**src/rtl/pool2d_ahb_engine_if.sv**
```systemverilog
// AHB-Lite single-transfer bus bundle between the pooling engine (master)
// and the memory-side slave.
interface pool2d_ahb_engine_if;
  logic [31:0] haddr;
  logic [1:0]  htrans;
  logic        hwrite;
  logic [2:0]  hsize;
  logic [2:0]  hburst;
  logic [3:0]  hprot;
  logic [31:0] hwdata;
  logic        hready_in;
  logic        sel;
  logic [31:0] hrdata;
  logic        hready_out;
  logic        hresp;

  modport master (
    output haddr, htrans, hwrite, hsize, hburst, hprot, hwdata, hready_in, sel,
    input  hrdata, hready_out, hresp
  );

  modport slave (
    input  haddr, htrans, hwrite, hsize, hburst, hprot, hwdata, hready_in, sel,
    output hrdata, hready_out, hresp
  );
endinterface

```
**src/rtl/pool2d_ahb_engine.sv**
```systemverilog
// KxK max/average pooling engine over an 8-bit row-major feature map.
// Reads every window pixel with a single AHB-Lite byte transfer and
// writes one result byte per output pixel.
//
// state   | meaning
// --------+--------------------------------------------------
// IDLE    | waiting for start
// RD_ADDR | issue read address phase once the bus is ready
// RD_DATA | read data phase, capture addressed byte lane
// ACC     | fold captured byte into max / sum accumulator
// WR_ADDR | issue write address phase for the window result
// WR_DATA | write data phase, result held on hwdata
// NEXT    | step to the next output pixel or finish
// DONE    | run complete, start re-launches
// ERR     | slave returned ERROR, held until reset
module pool2d_ahb_engine #(
  parameter int          FMAP_W   = 82,
  parameter int          FMAP_H   = 82,
  parameter int          POOL_K   = 2,
  parameter int          STRIDE   = 2,
  parameter logic [31:0] SRC_BASE = 32'h4002_0000,
  parameter logic [31:0] DST_BASE = 32'h4003_0000
) (
  input  logic clk,
  input  logic reset,
  input  logic start,
  input  logic mode,
  output logic finish,
  output logic busy,
  output logic error,
  pool2d_ahb_engine_if.master ahb_interface_0
);

  localparam int OUT_W = (FMAP_W - POOL_K) / STRIDE + 1;
  localparam int OUT_H = (FMAP_H - POOL_K) / STRIDE + 1;
  // Average divides by K*K, which is 4 or 16, so a shift is exact.
  localparam int SHIFT = (POOL_K == 4) ? 4 : 2;

  localparam logic [10:0] OCOL_LAST = 11'(OUT_W - 1);
  localparam logic [10:0] OROW_LAST = 11'(OUT_H - 1);
  localparam logic [1:0]  WIN_LAST  = 2'(POOL_K - 1);
  localparam logic [31:0] FW        = 32'(FMAP_W);
  localparam logic [31:0] ST        = 32'(STRIDE);
  localparam logic [31:0] OW        = 32'(OUT_W);

  localparam logic [3:0] IDLE    = 4'd0;
  localparam logic [3:0] RD_ADDR = 4'd1;
  localparam logic [3:0] RD_DATA = 4'd2;
  localparam logic [3:0] ACC     = 4'd3;
  localparam logic [3:0] WR_ADDR = 4'd4;
  localparam logic [3:0] WR_DATA = 4'd5;
  localparam logic [3:0] NEXT    = 4'd6;
  localparam logic [3:0] DONE    = 4'd7;
  localparam logic [3:0] ERR     = 4'd8;

  logic [3:0]  state;
  logic [10:0] orow, ocol;
  logic [1:0]  wr, wc;
  logic [11:0] acc;
  logic [7:0]  rd_byte;
  logic        mode_q;

  logic [31:0] rd_addr, wr_addr;
  logic [7:0]  result;
  logic        first_px, win_done;

  assign rd_addr  = SRC_BASE + (32'(orow) * ST + 32'(wr)) * FW + 32'(ocol) * ST + 32'(wc);
  assign wr_addr  = DST_BASE + 32'(orow) * OW + 32'(ocol);
  assign result   = mode_q ? acc[SHIFT +: 8] : acc[7:0];
  assign first_px = (wr == 2'd0) && (wc == 2'd0);
  assign win_done = (wr == WIN_LAST) && (wc == WIN_LAST);

  assign finish = (state == DONE);
  assign error  = (state == ERR);
  assign busy   = !((state == IDLE) || (state == DONE) || (state == ERR));

  // Sequencer: window scan, accumulation and output-pixel stepping.
  always_ff @(posedge clk) begin
    if (reset) begin
      state   <= IDLE;
      orow    <= '0;
      ocol    <= '0;
      wr      <= '0;
      wc      <= '0;
      acc     <= '0;
      rd_byte <= '0;
      mode_q  <= 1'b0;
    end else begin
      unique case (state)
        IDLE, DONE: begin
          if (start) begin
            mode_q <= mode;
            orow   <= '0;
            ocol   <= '0;
            wr     <= '0;
            wc     <= '0;
            acc    <= '0;
            state  <= RD_ADDR;
          end
        end
        RD_ADDR: if (ahb_interface_0.hready_out) state <= RD_DATA;
        RD_DATA: begin
          if (ahb_interface_0.hready_out) begin
            if (ahb_interface_0.hresp) begin
              state <= ERR;
            end else begin
              rd_byte <= ahb_interface_0.hrdata[{rd_addr[1:0], 3'b000} +: 8];
              state   <= ACC;
            end
          end
        end
        ACC: begin
          if (first_px)                acc <= {4'd0, rd_byte};
          else if (mode_q)             acc <= acc + {4'd0, rd_byte};
          else if (rd_byte > acc[7:0]) acc <= {4'd0, rd_byte};
          if (win_done) begin
            state <= WR_ADDR;
          end else begin
            state <= RD_ADDR;
            if (wc == WIN_LAST) begin
              wc <= 2'd0;
              wr <= wr + 2'd1;
            end else begin
              wc <= wc + 2'd1;
            end
          end
        end
        WR_ADDR: if (ahb_interface_0.hready_out) state <= WR_DATA;
        WR_DATA: begin
          if (ahb_interface_0.hready_out)
            state <= ahb_interface_0.hresp ? ERR : NEXT;
        end
        NEXT: begin
          wr <= 2'd0;
          wc <= 2'd0;
          if (ocol == OCOL_LAST) begin
            ocol <= '0;
            if (orow == OROW_LAST) begin
              state <= DONE;
            end else begin
              orow  <= orow + 11'd1;
              state <= RD_ADDR;
            end
          end else begin
            ocol  <= ocol + 11'd1;
            state <= RD_ADDR;
          end
        end
        ERR:     state <= ERR;
        default: state <= IDLE;
      endcase
    end
  end

  // Bus drive: address phase is gated by hready_out; address, hprot and
  // write data stay put through the data phase so waits see a stable bus.
  always_comb begin
    ahb_interface_0.haddr     = '0;
    ahb_interface_0.htrans    = 2'b00;
    ahb_interface_0.hwrite    = 1'b0;
    ahb_interface_0.hsize     = 3'b000;
    ahb_interface_0.hburst    = 3'b000;
    ahb_interface_0.hprot     = 4'b0000;
    ahb_interface_0.hwdata    = '0;
    ahb_interface_0.hready_in = 1'b0;
    ahb_interface_0.sel       = 1'b0;
    case (state)
      RD_ADDR: begin
        ahb_interface_0.haddr = rd_addr;
        ahb_interface_0.hprot = 4'b0001;
        if (ahb_interface_0.hready_out) begin
          ahb_interface_0.htrans    = 2'b10;
          ahb_interface_0.hready_in = 1'b1;
          ahb_interface_0.sel       = 1'b1;
        end
      end
      RD_DATA: begin
        ahb_interface_0.haddr = rd_addr;
        ahb_interface_0.hprot = 4'b0001;
        ahb_interface_0.sel   = 1'b1;
      end
      WR_ADDR: begin
        ahb_interface_0.haddr  = wr_addr;
        ahb_interface_0.hprot  = 4'b1001;
        ahb_interface_0.hwdata = {4{result}};
        if (ahb_interface_0.hready_out) begin
          ahb_interface_0.htrans    = 2'b10;
          ahb_interface_0.hready_in = 1'b1;
          ahb_interface_0.sel       = 1'b1;
          ahb_interface_0.hwrite    = 1'b1;
        end
      end
      WR_DATA: begin
        ahb_interface_0.haddr  = wr_addr;
        ahb_interface_0.hprot  = 4'b1001;
        ahb_interface_0.hwdata = {4{result}};
        ahb_interface_0.sel    = 1'b1;
        ahb_interface_0.hwrite = 1'b1;
      end
      default: ;
    endcase
  end

endmodule

```
**src/flat_wrapper.sv**
```systemverilog
// flat-port wrapper written by rule: the top's interface ports become plain ports
module pool2d_ahb_engine_flat 
#(
  parameter int          FMAP_W   = 82,
  parameter int          FMAP_H   = 82,
  parameter int          POOL_K   = 2,
  parameter int          STRIDE   = 2,
  parameter logic [31:0] SRC_BASE = 32'h4002_0000,
  parameter logic [31:0] DST_BASE = 32'h4003_0000
)
  (clk, reset, start, mode, finish, busy, error, ahb_interface_0_haddr, ahb_interface_0_htrans, ahb_interface_0_hwrite, ahb_interface_0_hsize, ahb_interface_0_hburst, ahb_interface_0_hprot, ahb_interface_0_hwdata, ahb_interface_0_hready_in, ahb_interface_0_sel, ahb_interface_0_hrdata, ahb_interface_0_hready_out, ahb_interface_0_hresp);
  pool2d_ahb_engine_if ahb_interface_0_i ();
  input  logic clk;
  input  logic reset;
  input  logic start;
  input  logic mode;
  output logic finish;
  output logic busy;
  output logic error;
  output wire logic [$bits(ahb_interface_0_i.haddr)-1:0] ahb_interface_0_haddr;
  output wire logic [$bits(ahb_interface_0_i.htrans)-1:0] ahb_interface_0_htrans;
  output wire logic [$bits(ahb_interface_0_i.hwrite)-1:0] ahb_interface_0_hwrite;
  output wire logic [$bits(ahb_interface_0_i.hsize)-1:0] ahb_interface_0_hsize;
  output wire logic [$bits(ahb_interface_0_i.hburst)-1:0] ahb_interface_0_hburst;
  output wire logic [$bits(ahb_interface_0_i.hprot)-1:0] ahb_interface_0_hprot;
  output wire logic [$bits(ahb_interface_0_i.hwdata)-1:0] ahb_interface_0_hwdata;
  output wire logic [$bits(ahb_interface_0_i.hready_in)-1:0] ahb_interface_0_hready_in;
  output wire logic [$bits(ahb_interface_0_i.sel)-1:0] ahb_interface_0_sel;
  input wire logic [$bits(ahb_interface_0_i.hrdata)-1:0] ahb_interface_0_hrdata;
  input wire logic [$bits(ahb_interface_0_i.hready_out)-1:0] ahb_interface_0_hready_out;
  input wire logic [$bits(ahb_interface_0_i.hresp)-1:0] ahb_interface_0_hresp;
  assign ahb_interface_0_haddr = ahb_interface_0_i.haddr;
  assign ahb_interface_0_htrans = ahb_interface_0_i.htrans;
  assign ahb_interface_0_hwrite = ahb_interface_0_i.hwrite;
  assign ahb_interface_0_hsize = ahb_interface_0_i.hsize;
  assign ahb_interface_0_hburst = ahb_interface_0_i.hburst;
  assign ahb_interface_0_hprot = ahb_interface_0_i.hprot;
  assign ahb_interface_0_hwdata = ahb_interface_0_i.hwdata;
  assign ahb_interface_0_hready_in = ahb_interface_0_i.hready_in;
  assign ahb_interface_0_sel = ahb_interface_0_i.sel;
  assign ahb_interface_0_i.hrdata = ahb_interface_0_hrdata;
  assign ahb_interface_0_i.hready_out = ahb_interface_0_hready_out;
  assign ahb_interface_0_i.hresp = ahb_interface_0_hresp;
  pool2d_ahb_engine #(.FMAP_W(FMAP_W), .FMAP_H(FMAP_H), .POOL_K(POOL_K), .STRIDE(STRIDE), .SRC_BASE(SRC_BASE), .DST_BASE(DST_BASE)) u_core (.clk(clk), .reset(reset), .start(start), .mode(mode), .finish(finish), .busy(busy), .error(error), .ahb_interface_0(ahb_interface_0_i));
endmodule
```
**config.mk**
```make
export PLATFORM = sky130hd
export DESIGN_NAME = pool2d_ahb_engine_flat
export DESIGN_NICKNAME = d
export VERILOG_FILES = /design/src/rtl/pool2d_ahb_engine_if.sv /design/src/rtl/pool2d_ahb_engine.sv /design/src/flat_wrapper.sv
export SDC_FILE = /design/constraint.sdc
export NUM_CORES = 1
export LEC_CHECK = 0
export ABC_AREA = 1
export CORE_UTILIZATION = 60
export CTS_CLUSTER_DIAMETER = 50
export DETAILED_ROUTE_END_ITERATION = 7
export DONT_BUFFER_PORTS = 1
export HOLD_SLACK_MARGIN = 0.03
export PLACE_DENSITY = 0.86
export SYNTH_ARGS = -nofsm -noshare
export SYNTH_HDL_FRONTEND = slang
export SYNTH_SLANG_ARGS = --single-unit
export TNS_END_PERCENT = 10
```
**constraint.sdc**
```tcl
create_clock -name clk -period 10.7 [get_ports clk]
set_clock_uncertainty 0.1 [all_clocks]
set_input_delay 2.14 -clock clk [delete_from_list [all_inputs] [get_ports clk]]
set_output_delay 2.14 -clock clk [all_outputs]
set_load 0.01 [all_outputs]
```
Word-level counts from Yosys, hierarchy flattened
Index checks and enable logic that the tools add are counted.

storage, ports and cells
  output and inout bits = 82
  input port bits = 38
  RAM bits = 0
  ROM bits = 0
  logic and storage cells = 109
  register bits after elaboration = 51
  memories = 0
  bits in latches = 0

cells by class
  reduce and logical (&&, ||, !) cells = 24
  mux-type cells = 39
  bitwise logic cells = 1
  equality and inequality tests = 22
  add/subtract/negate cells = 11
  div/mod/pow operators = 0
  multiply operators = 2
  shift operators = 1
  $lt $le $gt $ge = 1

operator list
  kind                                                  number
  case mux 32 bit (2 select lines)                      1
  two-way mux 12 bit                                    4
  two-way mux 11 bit                                    4
  case mux 11 bit (2 select lines)                      2
  adder 31 x 17 -> 32 bit, first input constant         1
  adder 31 x 32 -> 32 bit, first input constant         1
  adder 32 x 11 -> 32 bit                               1
  adder 32 x 12 -> 32 bit                               1
  adder 32 x 2 -> 32 bit                                1
  multiplier 32 x 6 -> 31 bit, second input constant    1
  two-way mux 32 bit                                    1
  case mux 4 bit (8 select lines)                       1
  variable part select 32 x 6 -> 8 bit                  1
  two-way mux 4 bit                                     7
  case mux 12 bit (2 select lines)                      1
  adder 11 x 1 -> 11 bit, second input constant         2
  equality test 11 x 6 -> 1 bit, second input constant  2
  multiplier 11 x 6 -> 17 bit, second input constant    1
  equality test 4 x 3 -> 1 bit, second input constant   4
  two-way mux 2 bit                                     7
  inequality test 2 bit, second input constant          7
  adder 12 x 2 -> 13 bit                                1
  adder 12 x 8 -> 12 bit                                1
  case mux 2 bit (3 select lines)                       2
  other kinds (26)                                      46

Depth between registers and ports, before layout
Gate-level depths: netlist of the first run.

  depth after elaboration = 6
  gate-level depth with buffers = 31
  depth with buffers taken out = 30

Worst setup path after synthesis of the first run
No wires, ideal clock.

  kind = reg2out
  start = register u_core.orow[2]
  end = output port ahb_interface_0_haddr[19]
  data required time = 8.460 ns
  arrival = 4.731 ns
  path buffers = 1
  path slack = 3.729 ns
  stages on the path, launching flop included = 27
  path through = dfxtp_1 -> buf_4 -> nand2_1 -> inv_1 -> nand2_1 -> nor2_1 -> xor2_1 -> ha_1 -> fa_1 -> ha_1 -> ha_1 -> nand2_1 -> inv_1 -> nand2_1 -> nand3_1 -> xor2_1 -> ha_1 -> ha_1 -> nand2_1 -> nor2_1 -> nand3_1 -> and3_1 -> nor2_1 -> nand3_1 -> nand3_1 -> nand2_1 -> nor2_1

on the way
  word-level cells in the longest chain between the ends = 6
  elaborated cells between the ends (all ways) = 9
  those cells by class = add/sub (6); mul (2); mux (1)

RTL lines
  what                                RTL line                  text
  from (decl)                         pool2d_ahb_engine.sv:57   logic [10:0] orow, ocol;
  from (signal assigned)              pool2d_ahb_engine.sv:141  orow <= orow + 11'd1;
  adder 12 x 2 -> 13 bit              pool2d_ahb_engine.sv:67   assign rd_addr = SRC_BASE + (32'(orow) * ST + 32'(wr)) * FW + 32'(ocol) * ST + 32'(wc);
  multiplier 32 x 6 -> 31 bit         pool2d_ahb_engine.sv:67
  adder 31 x 32 -> 32 bit             pool2d_ahb_engine.sv:67
  adder 32 x 12 -> 32 bit             pool2d_ahb_engine.sv:67
  adder 32 x 2 -> 32 bit              pool2d_ahb_engine.sv:67
  case mux 32 bit (2 select lines) *  pool2d_ahb_engine.sv:167  case (state)
  to (decl)                           flat_wrapper.sv:20        output wire logic [$bits(ahb_interface_0_i.haddr)-1:0] ahb_interface_0_haddr;

Every way passes the cells marked *; elsewhere a longest branch is shown, timed or not.

Final worst setup path of the first run
Same ends and word-level chain as after synthesis.

==> impl_metrics.ini, run 1 <==
[finish]
design_area_um2 = 8230
area_growth_syn_to_layout_pct = 0.597
final_cell_mix = 249 x nand2_1, 219 x inv_1, 147 x ha_1
mostFrequentLayoutCell = nand2_1
drive_gt1_frac = 0.0261
nNetsFinal = 1430
antenna_cells = 0

[cts]
ctsResizeCount = 0
postCtsHoldBufs = 0
clk_path_buf_depth = 2
post_cts_buffers = 0
clk_pin_slew_ps = 70
clock_sinks = 49
h-tree-depth = 2
cts_root_buf = clkbuf_16
cts_tree = yes
cts_buffers = 5
clk_latency_ps = 300

[sta]
slew_headroom = 0.262
rsz0062_at_grt = no
tightest_slew_ps = 1100
finalSetupViolCount = 0
min_period_ps = 7950
max_freq_ghz = 0.126
slew_viol_final = 0
hold_violations = 0
fin_crit_sh = 0.743
tns_ps = 0

[setup_path]
end_kind = output port
r2r_start = u_core.state[0]
path_max_fanout = 10
crit_type = reg2out
arrival_ps = 5710
cp.required_ps = 8460
rr_endpoint = u_core.state[2]
crit_path_start_kind = flop
rr_worst_depth = 9
r2r_slack_ps = 7780

[route]
totalWireLength_um = 20800
drtAntennaViolNets = 0
drt-vias-per-instance = 5.67
wire_per_inst_um = 14.8
dr.pass1.iters = 5
drtIter0Drc = 534
drc = 0
vias = 7933

[place]
io_buffers = 0
gp_congestion = 0.979
place_area_um2 = 8060
hpwl_um = 17000

[floorplan]
die_y_um = 119
core_area_um2 = 13200
row_count = 42
ioPinCount = 120
die_area_um2 = 14100
dieWidth_um = 119
initial_utilization = 0.618

[global_routing]
grt_max_degree = 33
grt_first_pass_wirelength_um = 33700
grt_pass1_vias = 7317
overflow = 0
grt_util_all_layers = 0.293
antenna_found_initial = 0

[pwr]
vdd_drop_max_uv = 153
p_int_mw = 0.462
p_sw_mw = 0.431
p_per_area_nw_per_um2 = 109
p_sw_frac = 0.483
power.leakage_nw = 4.55
power_frac_comb = 0.531
pwr-share-seq = 0.261
p_clk_frac = 0.207

[hold_path]
hold_path_class = reg2reg
whs_path_depth = 2
hold_end = u_core.acc[6]
hold_start = u_core.acc[6]

[synthesis]
syn_area_per_cell_um2 = 6.48
yosysSeqAreaShare = 0.120
synth_seq_cells = 49
synth_edf_count = 0
syn-instance-count = 1262
syn-cell-area_um2 = 8180
async_flop_share = 0
ys_types = 52
yosysWarnings = 0
synth_flop_cell = dfxtp_1

[status]
status = complete, no violations

[run]
maxCapViolCount = 0
[metrics by stage]
stage	total power [mW]	hold slack [ps]	utilization	std cells	setup WS (ps)
2_1_floorplan	0.600	360	-	1279	3730
3_3_place_gp	0.687	372	0.608	1392	3350
3_5_place_dp	0.698	388	0.608	1392	3150
4_1_cts	0.884	399	0.621	1400	2810
5_1_grt	0.949	429	0.621	1400	2310
6_report	0.894	401	0.621	1400	2750
[power by group through the flow]
stage	combinational (mW)	sequential (mW)	clock, mW
after floorplan	0.383	0.217	0
after global placement	0.452	0.236	0
after detailed placement	0.461	0.237	0
after CTS	0.466	0.232	0.186
after global routing	0.521	0.236	0.192
final	0.475	0.234	0.185
[Yosys cell counts, drive strengths merged, types with 3 or more instances]
| library cell | instances | area, um2 |
|---|---|---|
| a21o | 3 | 22.5 |
| xor2 | 27 | 236 |
| a211oi | 4 | 30.0 |
| nand4 | 18 | 119 |
| nor2 | 141 | 534 |
| a31oi | 5 | 31.3 |
| nor4 | 5 | 37.5 |
| nand3b | 3 | 26.3 |
| nand3 | 60 | 318 |
| o22ai | 6 | 37.5 |
| ha | 147 | 1840 |
| fa | 22 | 440 |
| o21bai | 5 | 37.5 |
| or2 | 4 | 25.0 |
| xnor2 | 4 | 35.0 |
| o21ai | 72 | 375 |
| dfxtp | 49 | 981 |
| clkbuf | 14 | 52.6 |
| o32ai | 10 | 87.6 |
| a21oi | 107 | 536 |
| nor3 | 12 | 71.3 |
| nand2 | 255 | 977 |
| inv | 221 | 830 |
| buf | 51 | 369 |
[worst max path at each step]
stage | cells after the start | endpoint | start | slack, ps
global route | 26 | ahb_interface_0_haddr[16] | u_core.orow[2] | 2310
finish | 25 | ahb_interface_0_haddr[19] | u_core.orow[2] | 2750
floorplan | 26 | ahb_interface_0_haddr[19] | u_core.orow[2] | 3730
CTS | 25 | ahb_interface_0_haddr[19] | u_core.orow[2] | 2810
global placement | 25 | ahb_interface_0_haddr[19] | u_core.orow[2] | 3350
detailed placement | 25 | ahb_interface_0_haddr[19] | u_core.orow[2] | 3150
[cell type report]
class | count | area [um2]
Multi-Input combinational cell | 943 | 6010
Fill cell | 1212 | 5010
Sequential cell | 49 | 981
Inverter | 222 | 833
Tap cell | 176 | 220
Clock buffer | 5 | 125
Clock inverter | 3 | 46.3
Timing Repair Buffer | 2 | 15.0
[worst max-delay path, stage by stage, from the launching register on]
cell	delay, ps
dfxtp_1	560
nand2_1	190
inv_1	120
nand2_1	120
nor2_1	240
xor2_1	290
ha_1	300
fa_1	470
ha_1	310
ha_1	360
nand2_1	100
nor2_1	140
nand2_1	80
nand3_1	110
xor2_1	180
ha_1	250
ha_1	380
nand2_1	80
nor2_1	150
nand3_1	100
and3_1	210
nor2_1	160
nand3_1	150
nand3_1	90
nand2_1	50
nor2_1	200
[logic make-up (layout without fill, tap and decap cells)]
| group | after synthesis | count (layout) | share of synthesized area |
|---|---|---|---|
| DFF | 49 | 49 | 0.120 |
| other | 1 | 18 | 0.000458 |
| xor gates and xnor gates | 31 | 31 | 0.0332 |
| AOI/OAI and AO/OA | 223 | 223 | 0.153 |
| and+or+nand+nor | 502 | 502 | 0.262 |
| buffers and inverters | 287 | 232 | 0.153 |
| adders and majority gates | 169 | 169 | 0.279 |
[sequential cells by signal, indices dropped and copies added, names as in the netlist]
register	count
u_core.acc	10
u_core.mode_q	1
u_core.ocol	11
u_core.orow	11
u_core.rd_byte	8
u_core.state	4
u_core.wc	2
u_core.wr	2
[layer usage]
| layer | track usage | routed length [um] |
|---|---|---|
| met1 | 0.369 | 9120 |
| met2 | 0.513 | 9790 |
| met3 | 0.0343 | 1410 |
| met4 | 0.0989 | 444 |
| met5 | 0 | 0 |
No activity file was read; power rests on OpenSTA's default activity.
==> run 2: changes to the inputs <==
--- a/config.mk
+++ b/config.mk
@@ -11,7 +11,7 @@
 export DETAILED_ROUTE_END_ITERATION = 7
 export DONT_BUFFER_PORTS = 1
 export HOLD_SLACK_MARGIN = 0.03
-export PLACE_DENSITY = 0.86
+export PLACE_DENSITY = 0.89
 export SYNTH_ARGS = -nofsm -noshare
 export SYNTH_HDL_FRONTEND = slang
 export SYNTH_SLANG_ARGS = --single-unit
==> constraint.sdc (replaced) <==
create_clock -name clk -period 6.4 [get_ports clk]
set_clock_uncertainty 0.1 [all_clocks]
set_input_delay 1.28 -clock clk [delete_from_list [all_inputs] [get_ports clk]]
set_output_delay 1.28 -clock clk [all_outputs]
set_load 0.01 [all_outputs]
==> run 2 against run 1 <==
Count of clock-buffer cells in the layout is the same. Clock power rose by 61%. Sequential power grew 65%. Non-clock buffer count grew 21. Largest cell class unchanged. Hold slack lost 11 ps. Setup slack got worse by 2600 ps. Critical path depth shrank 2. Routed wire length increased by 4.9%. Die area stayed put. Final cell count up 1.4%. Global-route usage is 1.3 points higher.
==> impl_metrics.ini, run 2 (same netlist as run 1, synthesis figures left out) <==
[setup_path]
startpoint = u_core.wr[1]
cp.required_ps = 5020
path_delay_family = adder cells
r2r_start = u_core.state[0]
path_max_fanout = 6
crit_path_start_kind = flop
arrival_ps = 4860
slowest_stage = fa_1
crit_type = reg2out
crit_chain = ha_4 > ha_2 > nand2_2 > xor2_1 > ha_1 > fa_1 > ha_4 > ha_4 > buf_4 > nand3_1 > nand3_2 > xor2_1 > ha_1 > ha_4 > nand2_1 > nor2_2 > nand3_1 > and3_1 > nor2_2 > nand3_1 > nand3_1 > nand2_1 > nor2_2
end_kind = output port
cp_slowest_stage_delay_ps = 570
crit_buf_inv = 1

[route]
drtAntennaViolNets = 0
vias = 8172
drtIter0Drc = 474
drt-vias-per-instance = 5.75
wire_per_inst_um = 15.3
drc = 0
dr.pass1.iters = 5
totalWireLength_um = 21800

[cts]
clk_latency_ps = 290
h-tree-depth = 2
clk_pin_slew_ps = 70
postCtsHoldBufs = 0
clock_sinks = 49
clk_path_buf_depth = 2
cts_tree = yes
cts_buffers = 5
cts_root_buf = clkbuf_16

[floorplan]
ioPinCount = 120
dieWidth_um = 119
row_count = 42
core_area_um2 = 13200
die_y_um = 119
initial_utilization = 0.618
die_area_um2 = 14100

[finish]
drive_gt1_frac = 0.0852
design_area_um2 = 8680
reg_top3 = u_core.ocol x11, u_core.orow x11, u_core.acc x10
seq_area_um2 = 987
final_cell_mix = 243 x nand2_1, 216 x inv_1, 131 x ha_1
antenna_cells = 0
mostFrequentLayoutCell = nand2_1
nNetsFinal = 1451
fin_util = 0.656
multi_input_area_um2 = 6300
area_growth_syn_to_layout_pct = 6.18
filler_cell_count = 1149

[sta]
max_freq_ghz = 0.160
min_period_ps = 6240
tightest_slew_ps = 1100
hold_violations = 0
hold_slack_ps = 389
slew_viol_final = 0
fin_crit_sh = 0.975
slew_headroom = 0.267
rsz0062_at_grt = yes
fin_ws_ps = 160
finalSetupViolCount = 0

[global_routing]
antenna_found_initial = 0
overflow = 0
grt_pass1_vias = 7798
grt_max_degree = 33
grt_util_all_layers = 0.305
grt_first_pass_wirelength_um = 35200

[pwr]
vdd_drop_max_uv = 228
power.leakage_nw = 4.63
p_per_area_nw_per_um2 = 175

[place]
place_area_um2 = 8190
pre_cts_slack_ps = 75.4
hpwl_um = 17500
io_buffers = 0
gp_congestion = 0.951

[run]
maxCapViolCount = 0

[status]
status = complete, no violations

[hold_path]
hold_start = u_core.acc[9]
hold_path_class = reg2reg
run 2: cell types whose count changed in the layout (fill, tap and decap cells not counted), moves of 5 or more:
cell,change
nor2_2,+8
buf_4,+19
ha_1,-16
dfxtp_2,+5
dfxtp_1,-5
nand2_1,-6
nor2_1,-10
ha_4,+13
xor2_2,+5
nand2_2,+6
xor2_1,-5
run 2: metal layers:
layer | track usage | vias up | routed length (um)
met1 | 0.359 | 3762 | 8860
li1 | - | 3999 | -
met5 | 0 | - | 0
met3 | 0.0454 | 76 | 1500
met4 | 0.141 | 0 | 866
met2 | 0.542 | 335 | 10600
run 2: final timing paths:
| kind | endpoint | slack (ps) | cells after the start |
|---|---|---|---|
| setup reg to reg | u_core.state[0] | 3450 | 9 |
| hold / removal | u_core.acc[9] | 390 | 2 |
| setup / recovery | ahb_interface_0_haddr[19] | 160 | 23 |
| hold reg to reg | u_core.acc[9] | 390 | 2 |
run 2: cell type report:
type	instances	area share
clock buffer	5	0.0144
clock inverter	2	0.00403
inverter	222	0.0960
multi-input combinational	943	0.726
sequential	49	0.114
tap	176	0.0254
timing repair buffer	23	0.0207
run 2: report_power, final:
group          leakage [nW]  total (mW)  switching [mW]  internal, mW
Clock                0.0797       0.297           0.116         0.182
Sequential            0.399       0.387          0.0533         0.333
Combinational          4.15       0.838           0.558         0.280
Total                  4.63        1.52           0.727         0.794
run 2: per-stage QoR:
step / total power [mW] / TNS [ps] / std cells
after global routing: 1.63 / -193 / 1420
after detailed placement: 1.17 / 0 / 1410
final: 1.52 / 0 / 1420
after CTS: 1.48 / 0 / 1417
after floorplan: 1.00 / 0 / 1279
after global placement: 1.15 / 0 / 1410
run 2: worst reg2reg max path, delay by kind of cell, from the launching register on:
family                 cells  cell delay, ps
buffers and inverters      2             190
and+or+nand+nor            5            1590
AOI/OAI and AO/OA          2             500
DFF                        1             460
run 2: repair_timing:
item / in CTS / in global routing
setup endpoints to repair: 9 / 11
setup buffers: 0 / 3
gates cloned: 0 / 0
pin swaps: 1 / 11
resized for setup: 13 / 49
==> run 3: changes to the inputs <==
--- a/config.mk
+++ b/config.mk
@@ -11,7 +11,7 @@
 export DETAILED_ROUTE_END_ITERATION = 7
 export DONT_BUFFER_PORTS = 1
 export HOLD_SLACK_MARGIN = 0.03
-export PLACE_DENSITY = 0.89
+export PLACE_DENSITY = 0.84
 export SYNTH_ARGS = -nofsm -noshare
 export SYNTH_HDL_FRONTEND = slang
 export SYNTH_SLANG_ARGS = --single-unit
==> run 3 against run 2 <==
Sequential share of layout area is essentially flat. Via count rose by 0.73%. Flip-flop and latch count is the same. Count of clock-buffer cells in the layout grew 2. Routed wire length up 2.6%. Critical path depth rose by 1. Largest cell class unchanged. Highest routed layer unchanged. Setup slack worse by 120 ps. Global-route usage is 0.63 points lower. First-iteration DRC count rose by 24%. Design area grew 0.30%. Utilization increased by 0.20 points. Fmax down 1.9%.
==> impl_metrics.ini, run 3 (same netlist as run 1, synthesis figures left out) <==
[pwr]
vdd_drop_max_uv = 220
power.leakage_nw = 4.64
p_per_area_nw_per_um2 = 174
design_power_total_mw = 1.51

[global_routing]
antenna_found_initial = 0
overflow = 0
grt_pass1_vias = 7469
grt_first_pass_wirelength_um = 34300
grt_util_all_layers = 0.299
grt_max_degree = 33

[cts]
clk_path_buf_depth = 2
cts_tree = yes
clock_sinks = 49
clk_pin_slew_ps = 70
cts_root_buf = clkbuf_16
clk_latency_ps = 300
cts_buffers = 5
h-tree-depth = 2

[sta]
slew_headroom = 0.160
max_freq_ghz = 0.157
fin_ws_ps = 37.2
tightest_slew_ps = 1260
rsz0062_at_grt = yes
hold_violations = 0
finalSetupViolCount = 0
min_period_ps = 6360
slew_viol_final = 0
tns_ps = 0
fin_crit_sh = 0.994
hold_slack_ps = 390

[floorplan]
row_count = 42
core_area_um2 = 13200
dieWidth_um = 119
ioPinCount = 120
die_y_um = 119
die_area_um2 = 14100
initial_utilization = 0.618

[place]
place_area_um2 = 8170
gp_congestion = 0.971
pre_cts_slack_ps = 65.8
io_buffers = 0
placed_cells = 1407
hpwl_um = 17500

[route]
drtAntennaViolNets = 0
wire_per_inst_um = 15.7
drtIter0Drc = 589
totalWireLength_um = 22400
dr.pass1.iters = 6
drc = 0
vias = 8232
drt-vias-per-instance = 5.80

[setup_path]
crit_buf_inv = 2
path_common_cell = ha_1
crit_chain = ha_4 > ha_4 > xor2_1 > ha_1 > ha_1 > xor2_1 > ha_1 > inv_1 > fa_2 > inv_2 > nand3_1 > nand3_2 > xor2_1 > ha_1 > ha_4 > nand2_1 > nor2_2 > nand3_1 > and3_4 > nor2_4 > nand2_1 > a21oi_2 > o21ai_0 > nand2_1
slowest_stage = fa_2
crit_type = reg2out
cp.required_ps = 5020
path_delay_family = adder cells
path_max_fanout = 6
end_kind = output port
cp_slowest_stage_delay_ps = 410
arrival_ps = 4980
crit_path_start_kind = flop

[finish]
drive_gt1_frac = 0.0900
mostFrequentLayoutCell = nand2_1
nNetsFinal = 1450
final_cell_mix = 242 x nand2_1, 216 x inv_1, 132 x ha_1
reg_top3 = u_core.ocol x11, u_core.orow x11, u_core.acc x10
antenna_cells = 0
finalNonFillerCells = 1420
area_growth_syn_to_layout_pct = 6.50
design_area_um2 = 8710
fin_util = 0.658

[hold_path]
hold_path_class = reg2reg

[run]
maxCapViolCount = 0

[status]
status = complete, no violations
run 3: worst reg2reg max path, cell delays in order (launching register included):
cell and delay [ps]:
dfxtp_1 480, nor2_1 100, inv_1 90, nor2_1 70, nor2_1 940, nand2_1 480
a21oi_1 470, inv_1 130, nand2_1 80, a21oi_1 60
run 3: cell type report:
| type | count | area [um2] |
|---|---|---|
| sequential | 49 | 992 |
| tap | 176 | 220 |
| clock buffer | 7 | 153 |
| inverter | 222 | 833 |
| fill | 1183 | 4530 |
| timing repair buffer | 22 | 173 |
| clock inverter | 1 | 5.00 |
| multi-input combinational | 943 | 6330 |
run 3: what timing repair did:
item | 4_1_cts | 5_1_grt
hold buffers | 0 | 0
buffers inserted | 0 | 5
gates resized for setup | 13 | 58
pin swaps | 1 | 14
setup endpoints to repair | 9 | 10
run 3: worst paths after layout:
kind / start / end / slack [ps] / depth (start not counted)
setup reg to reg: u_core.state[1] / u_core.state[0] / 3300 / 9
setup / recovery: u_core.wr[1] / ahb_interface_0_haddr[17] / 40 / 24
hold / removal: u_core.acc[9] / u_core.acc[9] / 390 / 2
hold reg to reg: u_core.acc[9] / u_core.acc[9] / 390 / 2
run 3: power by group:
group | total, mW | switching [mW] | internal [mW]
combinational | 0.844 | 0.568 | 0.277
sequential | 0.386 | 0.0529 | 0.333
clock | 0.284 | 0.118 | 0.166
run 3: metal layers:
metal | share of wire | wire length, um | track usage
met5 | 0 | 0 | 0
met4 | 0.028 | 629 | 0.0965
met3 | 0.068 | 1520 | 0.0328
met2 | 0.49 | 10900 | 0.536
met1 | 0.42 | 9320 | 0.370
